**config.mk**
```make
export PLATFORM = sky130hd
export DESIGN_NAME = pri_enc16_4
export DESIGN_NICKNAME = d
export VERILOG_FILES = /design/src/rtl/pri_enc16_4.sv
export SDC_FILE = /design/constraint.sdc
export NUM_CORES = 1
export LEC_CHECK = 0
export CORE_MARGIN = 3
export CORE_UTILIZATION = 35
export CTS_CLUSTER_SIZE = 8
export DETAILED_ROUTE_END_ITERATION = 10
export HOLD_SLACK_MARGIN = 0.08
export PLACE_DENSITY_LB_ADDON = 0.05
export SYNTH_ARGS = -nofsm -noshare
export SYNTH_HDL_FRONTEND = slang
export SYNTH_SLANG_ARGS = --single-unit
```
**constraint.sdc**
```tcl
create_clock -name clk -period 4.85 [get_ports clk]
set_input_delay 0.7275 -clock clk [delete_from_list [all_inputs] [get_ports clk]]
set_output_delay 0.7275 -clock clk [all_outputs]
set_load 0.01 [all_outputs]
```
**src/rtl/pri_enc16_4.sv**
```systemverilog
// 16-line rising-edge event capture with a highest-index-first
// priority grant and acknowledge handshake.
module pri_enc16_4 (
  input  logic        clk,
  input  logic        rst_n,
  input  logic [15:0] req,
  input  logic        en,
  input  logic        ack,
  output logic [3:0]  code,
  output logic        valid,
  output logic [15:0] pend,
  output logic        any,
  output logic        ovf
);

  typedef enum logic {
    IDLE  = 1'b0,
    GRANT = 1'b1
  } state_t;

  state_t      r_state;
  state_t      w_state_nx;
  logic [15:0] r_req_q;
  logic [15:0] r_pend;
  logic [3:0]  r_code;
  logic        r_ovf;

  logic [15:0] w_rise;
  logic [15:0] w_set;
  logic [15:0] w_clr;
  logic [15:0] w_pend_nx;
  logic        w_ovf_nx;
  logic [3:0]  w_hi;
  logic [3:0]  w_code_nx;

  assign w_rise    = req & ~r_req_q;
  assign w_set     = w_rise & {16{en}};
  assign w_clr     = (r_state == GRANT && ack)
                   ? (16'h0001 << r_code) : 16'h0000;
  // set wins over clear on the same bit
  assign w_pend_nx = (r_pend & ~w_clr) | w_set;
  assign w_ovf_nx  = |(w_set & r_pend & ~w_clr);

  always_comb begin
    w_hi = 4'd0;
    for (int i = 0; i < 16; i++) begin
      if (r_pend[i]) w_hi = 4'(i);
    end
  end

  always_comb begin
    w_state_nx = r_state;
    w_code_nx  = r_code;
    unique case (r_state)
      IDLE: begin
        if (en && (r_pend != 16'h0000)) begin
          w_state_nx = GRANT;
          w_code_nx  = w_hi;
        end
      end
      GRANT: begin
        if (ack) w_state_nx = IDLE;
      end
      default: w_state_nx = IDLE;
    endcase
  end

  always_ff @(posedge clk or negedge rst_n) begin
    if (!rst_n) begin
      r_state <= IDLE;
      r_req_q <= 16'h0000;
      r_pend  <= 16'h0000;
      r_code  <= 4'd0;
      r_ovf   <= 1'b0;
    end else begin
      r_state <= w_state_nx;
      r_req_q <= req;
      r_pend  <= w_pend_nx;
      r_code  <= w_code_nx;
      r_ovf   <= w_ovf_nx;
    end
  end

  assign code  = r_code;
  assign valid = (r_state == GRANT);
  assign pend  = r_pend;
  assign any   = |r_pend;
  assign ovf   = r_ovf;

endmodule

```
==> results.md <==
* Grt ovf at 0
* Critical Path Source: pend[12]
* Post-CTS Hold Buffers at 0
* Ordered list of cells on the worst path: nor4_1, nand4_1, clkdlybuf4s50_1
* Required time of the worst setup path at 4.12 ns
* Area growth syn-to-layout at 32.8%
* Initial core utilization at about 37%
* FF+latch count, synth at 38
* Period utilization at 55.4%
* Largest net degree at the start of global routing at 39
* Die footprint at between 5000 and 6000 µm²
* GP Congestion at 0.932
* Drt pass-1 iters at 4
* Antenna violations before repair at 0
* Most area-hungry cell type in the Yosys netlist: dfrtp_1
* Crit Reg-Reg Endpoint: code[0]
* R2R depth at 5
* CTS clk-pin slew, worst paths at 0.07 ns
* Final Hold Fails at 0
* Fraction of registers with async set/reset at 100%
* Min Tclk post-route at 2.69 ns
* Max VDD drop at 163 µV
* Slowest cell on crit path: clkdlybuf4s50_1
* DRC viols at 0
* Clk sink count at 38
* Final ANT Viol Nets at 0
* CP Capture Point: any
* DP Area at between 2000 and 2500 µm²
* I/O Buffers at 42
* Vias in the first global route at roughly 1,300
* Register area share after synthesis at between 50% and 60%
* Slew Limit Fails at 0
* Chip width at ~75 µm
* Synth Warn # at 0
* I/O pin cnt at 43
* Vias at approximately 1,400
* RSZ-0062 raised after global routing: no
* Yosys cell types at 37
* Cell area after layout at ~2200 µm²
* CP max stage delay at around 0.54 ns
* Critical path endpoint category: output pin
* Crit Path Max Fanout at 6
* Worst setup SP type: flip-flop
* Fraction of layout cells with a size suffix above 1 at ~6.0%
* Synthesized area at around 1700 µm²
* Final setup vio count at 0
* Status: complete, no violations
* WL final at between 4000 and 5000 µm
* Inserted Diodes at 0
* Top post-synthesis cells by area: dfrtp_1 57%, nand3b_1 5.4%, o21ai_0 4.5%
* Post-Syn Instances at ~160
* Post-cts sizing count at 0
* # rows at 24
* Clk Latency, worst-skew pair at 0.28 ns
* Clock Skews at approximately 0.0030 ns
* Max-slew headroom at around half
* Post-synth EDFFs at 0
* Pwr Density at between 300 and 400 nW/µm²
* Top-count cell post-synth: dfrtp_1
* Die H at around 75 µm
* Core area at between 4000 and 5000 µm²
* Synth top area share at between 50% and 60%
* Reg-to-reg startpoint: pend[12]
* Max cap viols at 0
* Final net count at 221
* CTS tree: done
* Synth cell count leaders: 38 x dfrtp_1, 16 x nand2_1, 15 x o21ai_0
* Hold Crit Class: reg2reg
* Clock Path Buffers at 2
* Leakage at about 0.86 nW
* CTS Root Buffer Type: clkbuf_8
* Worst reg2reg setup slack at ~3.0 ns
* Max Fclk at 0.372 GHz
* DR iter-0 viols at between 100 and 150
* All-layer global routing usage at between 10% and 20%
* Top_reg_cell synth: dfrtp_1
* H-tree level count at 2
* Avg Synthesized Cell Area at around 11 µm²
* Worst slew pin tran at between 0.7 and 0.8 ns
* Final HPWL DP at roughly 3200 µm
* Post-synth net total at ~180
* Global-route wire length before repair at approximately 7000 µm
* Setup CP Type: reg2out
* Wirelength per Cell at roughly 17 µm
* Routed vias/inst at between 5 and 6
* CTS Buf Count at 5
* Critical Path AT at approximately 2.0 ns
* Post-CTS Setup Inserts at 0
* Final setup TNS at 0 ns
## flip-flops by register name (all words and copies together), names as in the netlist
name / cells
code: 4
ovf: 1
pend: 16
r_req_q: 16
valid: 1
## metrics by stage
stage	setup slack, ns	utilization [%]	hold slack [ns]	cells	total power, mW
2_1_floorplan	3.07	-	0.428	156	0.459
3_3_place_gp	2.30	47.6	0.471	246	0.555
3_5_place_dp	2.24	47.6	0.454	246	0.556
4_1_cts	2.14	49.4	0.481	253	0.758
5_1_grt	2.01	49.4	0.526	253	0.797
6_report	2.16	49.4	0.474	253	0.751
## cell type report
class,instances,area (µm²)
Timing Repair Buffer,43,428
Fill cell,421,2260
Sequential cell,38,951
Tap cell,52,65.1
Multi-Input combinational cell,105,657
Clock inverter,2,10.0
Clock buffer,5,68.8
Inverter,8,30.0
## critical path, delay by kind of cell (launching register included)
family	cells	cell delay (ns)
buffers and inverters	1	0.54
flip-flops	1	0.45
AND/OR/NAND/NOR	2	0.69
## cells by family (layout without fill, tap and decap cells)
group / after synthesis / after routing / synth area share, %
compound gates: 38 / 38 / 15.4
buf+inv: 13 / 58 / 3.38
flops: 38 / 38 / 57.1
mux: 1 / 1 / 0.602
simple gates: 66 / 66 / 23.5
## how the worst min path moves through the flow
stage	from	endpoint	slack (ns)	cells past startpoint
2_1_floorplan	rst_n	code[0]	0.43	0
3_3_place_gp	r_req_q[6]	pend[6]	0.47	1
3_5_place_dp	r_req_q[6]	pend[6]	0.45	1
4_1_cts	r_req_q[6]	pend[6]	0.48	1
5_1_grt	r_req_q[6]	pend[6]	0.53	1
6_report	r_req_q[6]	pend[6]	0.47	1
## layout by cell type (no fill, tap or decap), types with 4 or more instances in the layout
master            n
nand4_1           4
nand3b_1         12
clkbuf_8          5
nand2_1          16
inv_1             8
o21ai_0          15
dfrtp_1          38
nand3_1           4
clkdlybuf4s50_1  42
nor2_1            8
nor4_1            4
## report_power, final
| group | internal (mW) | switching [mW] |
|---|---|---|
| clock | 0.0964 | 0.105 |
| sequential | 0.347 | 0.0463 |
| combinational | 0.0867 | 0.0690 |
| total | 0.530 | 0.220 |
## routing by layer
layer / wire length, µm / global-route usage [%] / vias to the layer above
met1: 1920 / 23.5 / 678
li1: - / - / 669
met3: 314 / 4.01 / 6
met4: 33 / 4.74 / 0
met2: 2000 / 25.7 / 68
met5: 0 / 0 / -
Power figures use the tool's default switching activity.
